## src/rtl/ov7725_pkg.sv

```systemverilog
// Shared definitions for the OV7725 DVP capture path: FSM encoding,
// default frame geometry and RGB565 field helpers.
package ov7725_pkg;

    localparam logic [1:0] ST_WAIT_CFG = 2'd0;
    localparam logic [1:0] ST_SKIP     = 2'd1;
    localparam logic [1:0] ST_SYNC     = 2'd2;
    localparam logic [1:0] ST_ACTIVE   = 2'd3;

    localparam int H_ACTIVE_DEF = 640;
    localparam int V_ACTIVE_DEF = 480;

    function automatic logic [4:0] rgb565_r(input logic [15:0] px);
        return px[15:11];
    endfunction

    function automatic logic [5:0] rgb565_g(input logic [15:0] px);
        return px[10:5];
    endfunction

    function automatic logic [4:0] rgb565_b(input logic [15:0] px);
        return px[4:0];
    endfunction

endpackage

```

## src/rtl/ov7725_dvp_capture_edge.sv

```systemverilog
// Registers the DVP sync inputs once and derives the VSYNC rise and
// HREF fall pulses used by the capture FSM.
module dvp_edge_detect (
    input  logic clk,
    input  logic rst_n,
    input  logic vsync,
    input  logic href,
    output logic vs_rise,
    output logic href_fall
);

    logic vsync_d_r;
    logic href_d_r;

    // One-cycle delay of the sync lines for edge detection
    always_ff @(posedge clk or negedge rst_n) begin
        if (!rst_n) begin
            vsync_d_r <= 1'b0;
            href_d_r  <= 1'b0;
        end else begin
            vsync_d_r <= vsync;
            href_d_r  <= href;
        end
    end

    assign vs_rise   = vsync & ~vsync_d_r;
    assign href_fall = href_d_r & ~href;

endmodule

```

## src/rtl/ov7725_dvp_capture.sv

```systemverilog
// DVP capture: waits for sensor config, drops settling frames, then packs
// byte pairs into RGB565 pixels with coordinates and frame/line checks.
module ov7725_dvp_capture
    import ov7725_pkg::*;
#(
    parameter int H_ACTIVE   = H_ACTIVE_DEF,
    parameter int V_ACTIVE   = V_ACTIVE_DEF,
    parameter int FRAME_SKIP = 10,
    parameter int CNT_W      = 10
) (
    input  logic             iCLK,
    input  logic             iRST_N,
    input  logic             iConfig_Done,
    input  logic             iCMOS_VSYNC,
    input  logic             iCMOS_HREF,
    input  logic [7:0]       iCMOS_DATA,
    output logic [15:0]      oPIXEL_DATA,
    output logic             oPIXEL_VALID,
    output logic [CNT_W-1:0] oPIXEL_X,
    output logic [CNT_W-1:0] oPIXEL_Y,
    output logic             oFRAME_START,
    output logic             oFRAME_END,
    output logic             oCAPTURE_EN,
    output logic             oLINE_ERR,
    output logic             oFRAME_ERR
);

    // Counters carry one extra bit so overruns past the active size stay visible
    localparam logic [CNT_W:0]   H_MAX     = (CNT_W+1)'(H_ACTIVE);
    localparam logic [CNT_W:0]   V_MAX     = (CNT_W+1)'(V_ACTIVE);
    localparam logic [CNT_W-1:0] H_LAST    = CNT_W'(H_ACTIVE - 1);
    localparam logic [CNT_W-1:0] V_LAST    = CNT_W'(V_ACTIVE - 1);
    localparam logic [CNT_W-1:0] SKIP_LAST = CNT_W'(FRAME_SKIP - 1);
    localparam logic [CNT_W:0]   CNT_ONE   = (CNT_W+1)'(1);
    localparam logic [CNT_W-1:0] SKIP_ONE  = CNT_W'(1);

    logic             vs_rise_s;
    logic             href_fall_s;
    logic [1:0]       state_r;
    logic [1:0]       state_case_s;
    logic [1:0]       state_nx_s;
    logic [CNT_W-1:0] skip_cnt_r;
    logic             phase_r;
    logic [7:0]       hi_r;
    logic [CNT_W:0]   pix_cnt_r;
    logic [CNT_W:0]   line_cnt_r;
    logic             frame_start_s;
    logic             frame_end_s;
    logic             byte_s;
    logic             fall_s;
    logic             wrap_s;
    logic             bad_line_s;
    logic [CNT_W-1:0] x_sat_s;
    logic [CNT_W-1:0] y_sat_s;

    dvp_edge_detect u_edge (
        .clk       (iCLK),
        .rst_n     (iRST_N),
        .vsync     (iCMOS_VSYNC),
        .href      (iCMOS_HREF),
        .vs_rise   (vs_rise_s),
        .href_fall (href_fall_s)
    );

    // Next-state logic; dropping configuration always wins
    always_comb begin
        state_case_s = state_r;
        case (state_r)
            ST_WAIT_CFG: begin
                if (FRAME_SKIP == 0) begin
                    state_case_s = ST_SYNC;
                end else begin
                    state_case_s = ST_SKIP;
                end
            end
            ST_SKIP: begin
                if (vs_rise_s && (skip_cnt_r == SKIP_LAST)) begin
                    state_case_s = ST_SYNC;
                end else begin
                    state_case_s = ST_SKIP;
                end
            end
            ST_SYNC: begin
                if (vs_rise_s) begin
                    state_case_s = ST_ACTIVE;
                end else begin
                    state_case_s = ST_SYNC;
                end
            end
            ST_ACTIVE: state_case_s = ST_ACTIVE;
            default:   state_case_s = ST_WAIT_CFG;
        endcase
        if (!iConfig_Done) begin
            state_nx_s = ST_WAIT_CFG;
        end else begin
            state_nx_s = state_case_s;
        end
    end

    // Qualified events and saturated coordinates for the datapath
    always_comb begin
        frame_start_s = iConfig_Done && vs_rise_s &&
                        ((state_r == ST_SYNC) || (state_r == ST_ACTIVE));
        frame_end_s   = iConfig_Done && vs_rise_s && (state_r == ST_ACTIVE);
        byte_s        = iConfig_Done && (state_r == ST_ACTIVE) && iCMOS_HREF && !vs_rise_s;
        fall_s        = iConfig_Done && (state_r == ST_ACTIVE) && href_fall_s && !vs_rise_s;
        wrap_s        = (pix_cnt_r >= H_MAX) || (line_cnt_r >= V_MAX);
        bad_line_s    = phase_r || (pix_cnt_r != H_MAX);
        if (pix_cnt_r >= H_MAX) begin
            x_sat_s = H_LAST;
        end else begin
            x_sat_s = pix_cnt_r[CNT_W-1:0];
        end
        if (line_cnt_r >= V_MAX) begin
            y_sat_s = V_LAST;
        end else begin
            y_sat_s = line_cnt_r[CNT_W-1:0];
        end
    end

    // State, counters, byte pairing and registered outputs
    always_ff @(posedge iCLK or negedge iRST_N) begin
        if (!iRST_N) begin
            state_r      <= ST_WAIT_CFG;
            skip_cnt_r   <= '0;
            phase_r      <= 1'b0;
            hi_r         <= 8'h00;
            pix_cnt_r    <= '0;
            line_cnt_r   <= '0;
            oPIXEL_DATA  <= 16'h0000;
            oPIXEL_VALID <= 1'b0;
            oPIXEL_X     <= '0;
            oPIXEL_Y     <= '0;
            oFRAME_START <= 1'b0;
            oFRAME_END   <= 1'b0;
            oCAPTURE_EN  <= 1'b0;
            oLINE_ERR    <= 1'b0;
            oFRAME_ERR   <= 1'b0;
        end else begin
            state_r      <= state_nx_s;
            oCAPTURE_EN  <= (state_nx_s == ST_ACTIVE);
            oPIXEL_VALID <= 1'b0;
            oFRAME_START <= 1'b0;
            oFRAME_END   <= 1'b0;
            oFRAME_ERR   <= 1'b0;
            if (!iConfig_Done) begin
                skip_cnt_r <= '0;
                phase_r    <= 1'b0;
                pix_cnt_r  <= '0;
                line_cnt_r <= '0;
                oLINE_ERR  <= 1'b0;
            end else if (frame_start_s) begin
                oFRAME_START <= 1'b1;
                oFRAME_END   <= frame_end_s;
                oFRAME_ERR   <= frame_end_s && (line_cnt_r != V_MAX);
                phase_r      <= 1'b0;
                pix_cnt_r    <= '0;
                line_cnt_r   <= '0;
                oLINE_ERR    <= 1'b0;
            end else if ((state_r == ST_SKIP) && vs_rise_s) begin
                skip_cnt_r <= skip_cnt_r + SKIP_ONE;
            end else if (byte_s) begin
                phase_r <= ~phase_r;
                if (!phase_r) begin
                    hi_r <= iCMOS_DATA;
                end else begin
                    oPIXEL_DATA  <= {hi_r, iCMOS_DATA};
                    oPIXEL_VALID <= 1'b1;
                    oPIXEL_X     <= x_sat_s;
                    oPIXEL_Y     <= y_sat_s;
                    if (pix_cnt_r <= H_MAX) begin
                        pix_cnt_r <= pix_cnt_r + CNT_ONE;
                    end
                    if (wrap_s) begin
                        oLINE_ERR <= 1'b1;
                    end
                end
            end else if (fall_s) begin
                if (bad_line_s) begin
                    oLINE_ERR <= 1'b1;
                end
                phase_r   <= 1'b0;
                pix_cnt_r <= '0;
                if (line_cnt_r <= V_MAX) begin
                    line_cnt_r <= line_cnt_r + CNT_ONE;
                end
            end
        end
    end

endmodule

```

## config.mk

```make
export PLATFORM = sky130hd
export DESIGN_NAME = ov7725_dvp_capture
export DESIGN_NICKNAME = d
export VERILOG_FILES = /design/src/rtl/ov7725_pkg.sv /design/src/rtl/ov7725_dvp_capture_edge.sv /design/src/rtl/ov7725_dvp_capture.sv
export SDC_FILE = /design/constraint.sdc
export NUM_CORES = 1
export LEC_CHECK = 0
export ABC_AREA = 1
export ABC_CLOCK_PERIOD_IN_PS = 1800
export CAP_MARGIN = 30
export CORE_ASPECT_RATIO = 1.2
export CORE_MARGIN = 10
export CORE_UTILIZATION = 55
export CTS_CLUSTER_DIAMETER = 120
export DETAILED_ROUTE_END_ITERATION = 12
export HOLD_SLACK_MARGIN = 0.05
export PLACE_DENSITY = 0.75
export SLEW_MARGIN = 15
export SYNTH_ARGS = -nofsm -noshare
export SYNTH_HDL_FRONTEND = slang
export SYNTH_HIERARCHICAL = 1
export SYNTH_SLANG_ARGS = --single-unit
```

## constraint.sdc

```tcl
create_clock -name iCLK -period 1.8 [get_ports iCLK]
set_input_delay 0.36 -clock iCLK [delete_from_list [all_inputs] [get_ports iCLK]]
set_output_delay 0.36 -clock iCLK [all_outputs]
set_load 0.1 [all_outputs]
```

==> key figures <==
Synthesis
  • Top cells by area, synth: dfrtp_1 (51%), nand2_1 (11%), nor2_1 (6.3%)
  • Ys Warns: 6
  • Netlist cell types: 39
  • Mapped Area: 4280 sq um
  • Post-synth top cells: nand2_1 (129), dfrtp_1 (87), nor2_1 (72), inv_1 (59), o21ai_0 (24)
  • Most common cell in the netlist: nand2_1
  • Main synth FF type: dfrtp_1
  • Sequential share of the synthesized area: 50.9%
  • Syn Nets: 534
  • Mapped Cells: 515
  • Post-synth EDFFs: 0
  • Async set-reset flop share out of synthesis: 100%
  • Seq cells post-synth: 87
  • Yosys top cell area share: 50.9%
  • Syn Area/Cell: 8.31 sq um
  • Cell taking the most area after synthesis: dfrtp_1

Route
  • DRC Markers: 0
  • Pre-Repair DR Iteration Count: 5
  • Via/cell ratio: 5.23
  • Drt total wl: 10,100 microns
  • 1st-iter DRT viols: 109
  • Detail Route Antenna Nets: 0
  • Avg WL per Cell: 14.5 microns
  • DR vias: 3,654

Placed design
  • IO Port Bufs: 54
  • Detailed placement HPWL: 7640 microns
  • Placed Instance Area: 5590 sq um
  • RD Place Congestion: 0.926
  • Setup Slack @ Placement: -0.261 ns

CTS
  • Clk slew on worst S/H paths: 0.09 ns
  • Cts bufs inserted: 9
  • CTS root buf: clkbuf_8
  • Worst-case clock buffer depth: 2
  • H-tree levels: 3
  • Worst-Skew Late Latency: 0.37 ns
  • CTS tree: yes
  • CTS Sinks: 87

Global route
  • GRT overflow: 0
  • Vias in the first global route: 3,640
  • Initial antenna violation count: 0
  • Gr usage total: 18.2%
  • First-pass GRT wire length: 17,300 microns
  • Largest net degree at the start of global routing: 29

Power and ir drop
  • Pwr Total: 0.00409 W
  • Pwr Density: 698 nW/um^2
  • Pleak: 2.83 nW
  • VDD IR max: 0.582 mV

STA
  • Final setup fails: 0
  • Final Cycle Share: 93.2%
  • Pins Over Slew Limit: 0
  • Max-slew headroom: 76.4%
  • RSZ-0062 raised after global routing: false
  • Minimum clock period: 1.68 ns
  • Final Hold Fails: 0
  • Worst Setup Slack, final: 0.123 ns
  • Fmax: 596 MHz
  • Slew @ Worst Pin: 0.353 ns
  • Clock Skews: 0.00661 ns

Critical path
  • R2R Setup Slk: 0.19 ns
  • CP Class: input pin to register
  • CP arrival: 1.93 ns
  • CP Data Required Time: 2.05 ns
  • Crit path max fanout: 15
  • Setup crit end kind: register
  • Startpoint Class: input pin

Floorplanning
  • Chip Width: 101 microns
  • Die Area: 11,700 sq um
  • Row count: 35
  • Die Y: 117 microns
  • Initial Util: 56.2%
  • I/O pin cnt: 55
  • Area of the core: 7620 sq um

Layout
  • Area of the multi-input gates: 1750 sq um
  • FF+latch area: 2180 sq um
  • Finished Cell Area: 5850 sq um
  • Fillers: 542
  • Nets: 621
  • Share of layout cells above drive strength 1: 22.9%
  • P&R area growth vs syn: 36.8%
  • # diodes: 0

Worst hold path
  • Hold Crit Class: input pin to asynchronous set/reset pin

Flow run
  • Max Cap Viol: 0

Run status
  • Status: finished, final reports clean
## report_power, final
group	leakage [nW]	switching (W)	internal (W)
combinational	1.52	0.000255	0.000160
sequential	1.19	0.0000554	0.00199
clock	0.114	0.000695	0.000925
## layout make-up
class	count	share of cell area, %
inverter	66	4.32
tap	92	1.97
multi-input combinational	348	29.9
timing repair buffer	90	22.5
clock inverter	5	1.82
sequential	87	37.2
clock buffer	11	2.25
## repair_timing
action                                  CTS  global route
buffers inserted                          0             1
endpoints found under the setup margin    0             4
hold buffers                              1             0
gates resized for setup                   0             2
endpoints found under the hold margin    22             0
## placed cells by master, fill, tap and decap left out, types with 2 or more instances in the layout
| cell | instances |
|---|---|
| nor2_1 | 71 |
| buf_12 | 49 |
| inv_1 | 59 |
| ha_1 | 6 |
| a31oi_1 | 5 |
| inv_4 | 2 |
| inv_2 | 5 |
| o21ai_2 | 11 |
| nand2_4 | 2 |
| clkbuf_8 | 9 |
| o21ai_1 | 5 |
| nand3_1 | 22 |
| nor2_2 | 5 |
| nor2_4 | 3 |
| clkbuf_1 | 2 |
| nand3_2 | 4 |
| a21oi_1 | 14 |
| buf_4 | 29 |
| nand4_1 | 13 |
| nand3b_1 | 2 |
| bufinv_16 | 3 |
| o21ai_0 | 24 |
| clkdlybuf4s50_1 | 11 |
| o21bai_1 | 2 |
| nand2_2 | 11 |
| nand2_1 | 129 |
| dfrtp_1 | 87 |
| xor2_1 | 3 |
| nor3_1 | 5 |
## kinds of logic after synthesis
kind of cell	count (synthesis)	synth area share (%)
AND/OR/NAND/NOR	271	28.4
flip-flops	87	50.9
buffers and inverters	80	8.39
AO/OA/AOI/OAI	67	9.77
adder cells (fa/ha/maj)	6	1.75
XOR/XNOR	4	0.819
## metal layers
metal / GRT usage [%] / share of wire [%]
met2: 32.1 / 52
met1: 21.6 / 42
met3: 3.31 / 4.3
met4: 6.70 / 1.6
met5: 0 / 0
## worst max-delay path: stages
cell and delay (ns):
clkdlybuf4s50_1 0.59, nand3_2 0.15, nor2_4 0.12, buf_12 0.14
nand2_2 0.06, nor2_4 0.16, nor2_8 0.06, buf_12 0.15
nand2_1 0.05, o21ai_0 0.07
## sequential cells by signal, indices dropped and copies added (netlist names)
register	cells
u_edge/vsync_d_r	1
oPIXEL_DATA	16
oFRAME_ERR	1
oPIXEL_VALID	1
hi_r	8
u_edge/href_d_r	1
line_cnt_r	11
state_r	2
oFRAME_END	1
oLINE_ERR	1
phase_r	1
oCAPTURE_EN	1
oPIXEL_Y	10
oFRAME_START	1
oPIXEL_X	10
pix_cnt_r	11
skip_cnt_r	10
## through the flow
stage | util, % | cells | setup TNS (ns) | hold slack, ns
floorplan | - | 515 | 0 | 0.0644
global placement | 73.3 | 681 | -8.60 | 0.285
detailed placement | 73.3 | 681 | -11.97 | 0.294
CTS | 76.6 | 698 | 0 | 0.452
global route | 76.8 | 699 | 0 | 0.463
finish | 76.8 | 699 | 0 | 0.447
## path summary, 6_finish.rpt
kind	end	startpoint	cells after the start
max in group asynchronous	hi_r[1]	iRST_N	3
setup reg to reg	pix_cnt_r[8]	pix_cnt_r[0]	9
hold / removal	oPIXEL_Y[7]	iRST_N	2
setup / recovery	pix_cnt_r[2]	iConfig_Done	10
min in group iCLK	u_edge/vsync_d_r	iCMOS_VSYNC	1
hold reg to reg	oPIXEL_DATA[12]	hi_r[4]	2
Power figures use the tool's default switching activity.
